File: src/rtl/line_bank_if.sv
// Shared line type and the write channel from the vertex/projection engine into line_bank.
// The package lives here so it compiles ahead of both the interface and the bank.
package types;
  localparam int LINE_BITS = 10;

  typedef struct packed {
    logic [LINE_BITS-1:0] x0;
    logic [LINE_BITS-1:0] y0;
    logic [LINE_BITS-1:0] x1;
    logic [LINE_BITS-1:0] y1;
  } line_t;
endpackage

// Handshake: a write transfers on a rising clk_i edge where wr_valid_i && wr_ready_o.
// The master holds wr_index_i/wr_line_i/wr_last_i stable while wr_valid_i is high and
// wr_ready_o is low; wr_ready_o depends only on bank state, never on wr_valid_i.
interface line_bank_if #(
  parameter int NUM_LINES = 12
) ();
  localparam int IDX_W = (NUM_LINES > 1) ? $clog2(NUM_LINES) : 1;

  logic             wr_valid_i;
  logic             wr_ready_o;
  logic [IDX_W-1:0] wr_index_i;
  types::line_t     wr_line_i;
  logic             wr_last_i;

  modport master (
    output wr_valid_i,
    output wr_index_i,
    output wr_line_i,
    output wr_last_i,
    input  wr_ready_o
  );

  modport slave (
    input  wr_valid_i,
    input  wr_index_i,
    input  wr_line_i,
    input  wr_last_i,
    output wr_ready_o
  );
endinterface

File: src/rtl/line_bank.sv
// Double-buffered wireframe line store: writes fill a back bank, and the front bank seen by
// edge_function is replaced atomically at vblank once a complete frame has been committed.
module line_bank #(
  parameter int NUM_LINES = 12
) (
  input  logic                             clk_i,
  input  logic                             rst_ni,
  line_bank_if.slave                       wr,
  input  logic                             frame_start_i,
  output types::line_t [NUM_LINES-1:0]     lines_o,
  output logic                             lines_valid_o,
  output logic                             swap_o,
  output logic                             wr_err_o,
  output logic [1:0]                       state_o
);

  typedef enum logic [1:0] {
    FILL    = 2'd0,
    PENDING = 2'd1,
    SWAP    = 2'd2
  } state_t;

  state_t                         state_q;
  state_t                         state_d;
  types::line_t [NUM_LINES-1:0]   back_q;
  types::line_t [NUM_LINES-1:0]   front_q;
  logic                           lines_valid_q;
  logic                           wr_err_q;

  logic                           ready;
  logic                           swap;
  logic                           commit;
  logic                           accept;
  logic                           in_range;

  assign accept   = wr.wr_valid_i && ready;
  assign in_range = 32'(wr.wr_index_i) < NUM_LINES;

  always_ff @(posedge clk_i or negedge rst_ni) begin
    if (!rst_ni) begin
      state_q <= FILL;
    end else begin
      state_q <= state_d;
    end
  end

  // A frame_start arriving with the last write is deliberately not a commit: the swap waits
  // for the next vblank so the front bank never depends on same-cycle write data.
  always_comb begin
    state_d = state_q;
    ready   = 1'b0;
    swap    = 1'b0;
    commit  = 1'b0;
    case (state_q)
      FILL: begin
        ready = 1'b1;
        if (wr.wr_valid_i && wr.wr_last_i) begin
          state_d = PENDING;
        end
      end
      PENDING: begin
        if (frame_start_i) begin
          commit  = 1'b1;
          state_d = SWAP;
        end
      end
      SWAP: begin
        swap    = 1'b1;
        state_d = FILL;
      end
      default: begin
        state_d = FILL;
      end
    endcase
  end

  // Out-of-range slots still complete the handshake so the engine never stalls on bad data.
  always_ff @(posedge clk_i or negedge rst_ni) begin
    if (!rst_ni) begin
      back_q   <= '0;
      wr_err_q <= 1'b0;
    end else if (accept) begin
      if (in_range) begin
        back_q[wr.wr_index_i] <= wr.wr_line_i;
      end else begin
        wr_err_q <= 1'b1;
      end
    end
  end

  always_ff @(posedge clk_i or negedge rst_ni) begin
    if (!rst_ni) begin
      front_q       <= '0;
      lines_valid_q <= 1'b0;
    end else if (commit) begin
      front_q       <= back_q;
      lines_valid_q <= 1'b1;
    end
  end

  assign wr.wr_ready_o = ready;
  assign lines_o       = front_q;
  assign lines_valid_o = lines_valid_q;
  assign swap_o        = swap;
  assign wr_err_o      = wr_err_q;
  assign state_o       = state_q;

endmodule
File: src/flat_wrapper.sv
// flat-port wrapper written by rule: the top's interface ports become plain ports
module line_bank_flat 
#(
  parameter int NUM_LINES = 12
)
  (clk_i, rst_ni, frame_start_i, lines_o, lines_valid_o, swap_o, wr_err_o, state_o, wr_wr_valid_i, wr_wr_index_i, wr_wr_line_i, wr_wr_last_i, wr_wr_ready_o);
  line_bank_if #(.NUM_LINES(NUM_LINES)) wr_i ();
  input  logic clk_i;
  input  logic rst_ni;
  input  logic frame_start_i;
  output types::line_t [NUM_LINES-1:0] lines_o;
  output logic lines_valid_o;
  output logic swap_o;
  output logic wr_err_o;
  output logic [1:0] state_o;
  input wire logic [$bits(wr_i.wr_valid_i)-1:0] wr_wr_valid_i;
  input wire logic [$bits(wr_i.wr_index_i)-1:0] wr_wr_index_i;
  input wire logic [$bits(wr_i.wr_line_i)-1:0] wr_wr_line_i;
  input wire logic [$bits(wr_i.wr_last_i)-1:0] wr_wr_last_i;
  output wire logic [$bits(wr_i.wr_ready_o)-1:0] wr_wr_ready_o;
  assign wr_i.wr_valid_i = wr_wr_valid_i;
  assign wr_i.wr_index_i = wr_wr_index_i;
  assign wr_i.wr_line_i = wr_wr_line_i;
  assign wr_i.wr_last_i = wr_wr_last_i;
  assign wr_wr_ready_o = wr_i.wr_ready_o;
  line_bank #(.NUM_LINES(NUM_LINES)) u_core (.clk_i(clk_i), .rst_ni(rst_ni), .wr(wr_i), .frame_start_i(frame_start_i), .lines_o(lines_o), .lines_valid_o(lines_valid_o), .swap_o(swap_o), .wr_err_o(wr_err_o), .state_o(state_o));
endmodule
File: config.mk
export PLATFORM = sky130hd
export DESIGN_NAME = line_bank_flat
export DESIGN_NICKNAME = d
export VERILOG_FILES = /design/src/rtl/line_bank_if.sv /design/src/rtl/line_bank.sv /design/src/flat_wrapper.sv
export SDC_FILE = /design/constraint.sdc
export NUM_CORES = 1
export LEC_CHECK = 0
export ABC_AREA = 0
export CORE_AREA = 2 2 263 265
export DETAILED_ROUTE_END_ITERATION = 10
export DIE_AREA = 0 0 265 267
export GPL_ROUTABILITY_DRIVEN = 0
export PLACE_DENSITY_LB_ADDON = 0.05
export SKIP_LAST_GASP = 1
export SLEW_MARGIN = 15
export SYNTH_ARGS = -nofsm -noshare
export SYNTH_HDL_FRONTEND = slang
export SYNTH_SLANG_ARGS = --single-unit
File: constraint.sdc
create_clock -name clk_i -period 3.1 [get_ports clk_i]
set_input_delay 0.62 -clock clk_i [delete_from_list [all_inputs] [get_ports clk_i]]
set_output_delay 0.62 -clock clk_i [all_outputs]
set_load 0.05 [all_outputs]
==> impl_metrics.ini, run 1 <==
[run_status]
status = finished clean

[synth]
synth-compound-area-share = 0.000241
synth_area_um2 = 36400
seq_area_frac_synth = 0.663
ys_ff_latch = 964
synth.distinct_cells = 24
synth_area_leaders = dfrtp_1 66%, nand2_1 15%, mux2_2 12%, mux2_4 3.3%, clkbuf_1 1.5%
synth.top_cell.area_share = 0.663
netlist_instances = 3115
muxShareOfSynthArea = 0.157
synth_top_family_by_area = multiplexers
synth-xor-area-share = 0
synth_warnings = 0
avgSynthCellArea_um2 = 11.7
synth-adder-area-share = 0
synthSimpleGateAreaFrac = 0.153
synth_largest_area_cell = dfrtp_1
syn-num-nets = 3164

[final_layout]
nets = 3668
diodes = 0
drive_gt1_frac = 0.195
area_growth_pct = 27.2

[timing]
finalCritPeriodShare = 0.866
setup_viol = 0
finalCriticalPeriod_ns = 2.68
tightest_slew_ns = 0.881
rsz0062_at_grt = false
fin_skew_ns = 0.0185
fmax_mhz = 373
report.final.slew_viol_count = 0
finalHoldViolations = 0
setup_tns_ns = 0
layout_setup_ws_ns = 0.416
max-slew-margin-rel = 0.411

[clocking]
cts_root_buffer = clkbuf_16
ctsResizeCount = 0
cts_inserted_buffers = 96
cts_tree = done
htreeDepth = 3
path_clk_slew_ns = 0.06
cts_post_setup_buffers_inserted = 0
clockBufferDepth = 3
clock-sinks = 964
clk_latency_ns = 0.65

[critical_path]
critPathLaunchType = flip-flop
reg2reg_to = u_core.back_q[87]
critPathTopFamily = buffers and inverters
cp_cell_sequence = nor2_1 > clkdlybuf4s50_1
worstPathArrival_ns = 2.06
ff2ff_setup_slack_ns = 0.76
worstSetupEndpointType = output port
critPathBufInv = 1
crit_path_max_fanout = 8
criticalPathCategory = reg -> out
critPathMaxStageDelay_ns = 0.83
worstPathRequired_ns = 2.48
crit_slowest_cell = clkdlybuf4s50_1
reg2reg_from = u_core.state_o[0]
reg2reg_depth = 4

[drt]
drt_iter0_drc = 1972
vias = 24300
drt-total-wl_um = 98000
vias_per_cell = 5.31
firstDrtPassIters = 5
detail-route-antenna-nets = 0
drc = 0
wl_per_cell_um = 21.4

[global_route]
overflow = 0
grt_pass1_vias = 24900
grt_usage = 0.279
grt_pass1_wl_um = 150000
antenna_found_initial = 1
grt_start_max_net_pins = 86

[power]
p_comb_frac = 0.368
pwr-share-clk = 0.238
internal-power_mw = 30.0
leakage_nw = 23.1
p_per_area_nw_per_um2 = 1080
power_frac_seq = 0.394
power_switching_mw = 19.9
sw_frac_of_total = 0.399
peakVddDrop_mv = 0.735

[worst_hold_path]
holdPathStages = 2
min_from = u_core.back_q[308]
hp-class = reg -> reg
hold_path_end = u_core.lines_o[308]

[die]
die_w_um = 265
initial_core_util = 0.535
coreArea_um2 = 68000
design.die.area_um2 = 70800
io_pins = 535
fp-row-count = 96
die_y_um = 267

[run]
max-cap-violations = 0

[placement]
numPortBuffers = 534
hpwl_um = 63400
post-place-ws_ns = 0.142
-- cells in the mapped netlist --
master	number
a31o_2	1
and4_1	1
and4b_1	2
buf_1	22
buf_12	8
buf_2	20
buf_6	3
clkbuf_1	150
dfrtp_1	964
inv_1	1
mux2_2	401
mux2_4	80
nand2_1	1442
nand2b_1	1
nand3_1	3
nand3b_1	2
nand4b_1	2
nor2_1	4
nor2b_1	2
nor3_1	1
nor3b_1	1
nor4b_1	1
or4b_1	2
or4b_4	1
-- through the flow --
step                utilization  cells  area (µm²)  hold slack, ns  total power [mW]
CTS                       0.681   4575       46300           0.456              50.3
global route              0.681   4575       46300           0.462              52.0
finish                    0.681   4575       46300           0.460              49.9
detailed placement        0.632   4402       43000           0.446              38.3
floorplan                     -   3115       36400           0.324              30.8
global placement          0.632   4402       43000           0.442              37.9
-- registers in the layout (all words and copies together), names as in the netlist --
| signal | flops |
|---|---|
| u_core.state_o | 2 |
| u_core.wr_err_o | 1 |
| u_core.lines_valid_o | 1 |
| u_core.back_q | 480 |
| u_core.lines_o | 480 |
-- worst max path at each step --
stage | startpoint | to | depth (start not counted)
6_report | u_core.state_o[0] | wr_wr_ready_o | 2
5_1_grt | u_core.state_o[0] | wr_wr_ready_o | 2
4_1_cts | u_core.state_o[0] | wr_wr_ready_o | 2
3_5_place_dp | wr_wr_index_i[3] | u_core.back_q[85] | 5
3_3_place_gp | wr_wr_index_i[3] | u_core.back_q[84] | 5
2_1_floorplan | u_core.state_o[0] | u_core.back_q[100] | 6
-- cells in the final DEF, fill, tap and decap left out, drive strengths merged, types with 2 or more instances in the layout --
cell / n
bufinv: 8
clkinvlp: 2
buf: 75
clkbuf: 144
nand2: 1442
clkdlybuf4s50: 533
nor2: 4
nand3b: 2
mux2: 481
nand4b: 2
inv: 6
nor2b: 2
nand3: 3
and4b: 2
clkinv: 13
dfrtp: 964
or4b: 3
-- cell type report --
class,count,area [µm²]
clock buffer,144,2860
clock inverter,28,398
fill,5007,21700
inverter,1,11.3
multi-input combinational,1947,11400
sequential,964,24100
tap,882,1100
timing repair buffer,609,6420
-- tightest hold or removal path, delay by kind of cell (launching register included) --
| kind | cells | cell delay (ns) |
|---|---|---|
| AND/OR/NAND/NOR | 2 | 0.10 |
| flip-flops | 1 | 0.34 |
-- cell families (layout without fill, tap and decap cells) --
| kind of cell | Yosys count | in the layout |
|---|---|---|
| buffers and inverters | 204 | 782 |
| flip-flops | 964 | 964 |
| AO/OA/AOI/OAI | 1 | 1 |
| multiplexers | 481 | 481 |
| AND/OR/NAND/NOR | 1465 | 1465 |
-- power by group through the flow --
stage | clock (mW) | combinational, mW | sequential, mW
floorplan | 0 | 3.78 | 27.0
CTS | 12.1 | 18.5 | 19.7
detailed placement | 0 | 18.5 | 19.8
global route | 12.6 | 19.3 | 20.0
global placement | 0 | 18.2 | 19.7
finish | 11.9 | 18.4 | 19.7
-- per-layer routing --
metal  up-vias  GRT usage  part of all wire
met1     12600      0.384              0.43
met3       156     0.0482             0.056
met2       678      0.451              0.48
li1      10900          -                 -
met5         -          0           0.00019
met4         2     0.0974             0.031
-- timing repair --
| action | CTS | global route |
|---|---|---|
| endpoints found under the hold margin | 39 | 0 |
| hold buffers | 1 | 0 |
| setup endpoints to repair | 0 | 0 |
(Power assumes the default switching activity.)
==> run 2, diff against run 1 <==
- CORE_AREA: 2 2 263 265 -> 2 2 258 260
- CTS_BUF_LIST: not set -> sky130_fd_sc_hd__clkbuf_8
- CTS_CLUSTER_DIAMETER: not set -> 120
- DIE_AREA: 0 0 265 267 -> 0 0 260 262
==> impl_metrics.ini, run 2 (synthesis results as in run 1) <==
[clocking]
cts_inserted_buffers = 155
clock-sinks = 964
path_clk_slew_ns = 0.06
cts_tree = done
htreeDepth = 4
clk_latency_ns = 0.79
clockBufferDepth = 3
cts_root_buffer = clkbuf_8

[run_status]
status = finished clean

[drt]
firstDrtPassIters = 5
vias_per_cell = 5.29
detail-route-antenna-nets = 0
drc = 0
drt-total-wl_um = 98600
drt_iter0_drc = 2028
wl_per_cell_um = 21.1
vias = 24700

[die]
io_pins = 535
design.die.area_um2 = 68100
initial_core_util = 0.557
die_y_um = 262
coreArea_um2 = 65300
die_w_um = 260
fp-row-count = 94

[critical_path]
ff2ff_setup_slack_ns = 0.74
worstSetupEndpointType = output port
reg2reg_from = u_core.state_o[0]
critPathMaxStageDelay_ns = 0.81
crit_slowest_cell = clkdlybuf4s50_1
reg2reg_depth = 4
cp_cell_sequence = nor2b_1 > clkdlybuf4s50_1
criticalPathCategory = reg -> out
cp.depth = 2
cp-endpoint = swap_o
crit_start = u_core.state_o[1]
crit_path_max_fanout = 8
critPathBufInv = 1
reg2reg_to = u_core.back_q[77]
worstPathRequired_ns = 2.48
worstPathArrival_ns = 2.31
critPathTopFamily = buffers and inverters
critPathLaunchType = flip-flop

[final_layout]
area_growth_pct = 26.6
final_common_cell = nand2_1
drive_gt1_frac = 0.207
stdcell_count = 4661
final_cell_area_um2 = 46100
n_fill_cell = 4733
final_cell_mix = 1442 x nand2_1, 964 x dfrtp_1, 532 x clkdlybuf4s50_1
nets = 3723

[timing]
finalCritPeriodShare = 0.947
setup_tns_ns = 0
fmax_mhz = 341
setup_viol = 0
fin_skew_ns = 0.0340
tightest_slew_ns = 0.932
report.final.slew_viol_count = 0
layout_setup_ws_ns = 0.166
finalCriticalPeriod_ns = 2.93
finalHoldViolations = 0
rsz0062_at_grt = false
max-slew-margin-rel = 0.377
hold_ws_ns = 0.404

[power]
peakVddDrop_mv = 0.748
leakage_nw = 23.3
p_per_area_nw_per_um2 = 1060

[placement]
dpl_cell_area_um2 = 42900
hpwl_um = 63600
numPortBuffers = 534
post-place-ws_ns = 0.184
placedCellCount = 4380

[global_route]
overflow = 0
grt_pass1_wl_um = 150000
antenna_found_initial = 5
grt_start_max_net_pins = 157
grt_usage = 0.292
grt_pass1_vias = 25400

[worst_hold_path]
hp-class = in -> async

[run]
max-cap-violations = 0
==> run 2: area by class of cell <==
cell class,instances,area (µm²),area share
repair buffers,605,6390,0.139
diodes,2,5.00,0.000109
flip-flops and latches,964,24100,0.524
clock buffers,193,2660,0.0577
multi-input cells,1947,11400,0.247
inverters,1,11.3,0.000245
well taps,864,1080,0.0235
clock inverters,85,433,0.00940
==> run 2: worst min path at each step <==
| stage | end | cells past startpoint | slack, ns | start |
|---|---|---|---|---|
| floorplan | u_core.back_q[0] | 0 | 0.32 | rst_ni |
| global placement | u_core.lines_o[407] | 2 | 0.44 | u_core.back_q[407] |
| detailed placement | u_core.lines_o[26] | 2 | 0.45 | u_core.back_q[26] |
| CTS | u_core.back_q[28] | 2 | 0.38 | rst_ni |
| global route | u_core.back_q[28] | 2 | 0.42 | rst_ni |
| finish | u_core.back_q[28] | 2 | 0.40 | rst_ni |
==> run 2: per-layer routing <==
layer / track usage / up-vias / wire length [µm] / share of wire
met5: 0 / - / 30 / 0.00030
met4: 0.107 / 4 / 3020 / 0.031
met3: 0.0787 / 177 / 7310 / 0.074
met2: 0.458 / 829 / 47100 / 0.48
met1: 0.394 / 12600 / 41100 / 0.42
li1: - / 11000 / - / -
==> run 2: metrics by stage <==
stage,util,power [mW]
2_1_floorplan,-,30.8
3_3_place_gp,0.658,37.8
3_5_place_dp,0.658,38.2
4_1_cts,0.705,49.0
5_1_grt,0.705,50.8
6_report,0.705,48.7
==> run 2: power breakdown <==
| part | switching, mW | leakage, nW | internal [mW] |
|---|---|---|---|
| registers | 2.95 | 12.3 | 16.6 |
| logic | 12.1 | 9.17 | 6.30 |
| clock network | 4.98 | 1.79 | 5.71 |
| total | 20.1 | 23.3 | 28.7 |
==> run 2: what timing repair did <==
action,CTS,global route
gates resized for setup,0,1
buffers inserted,0,0
setup endpoints to repair,0,1
hold buffers,1,0
endpoints found under the hold margin,34,0
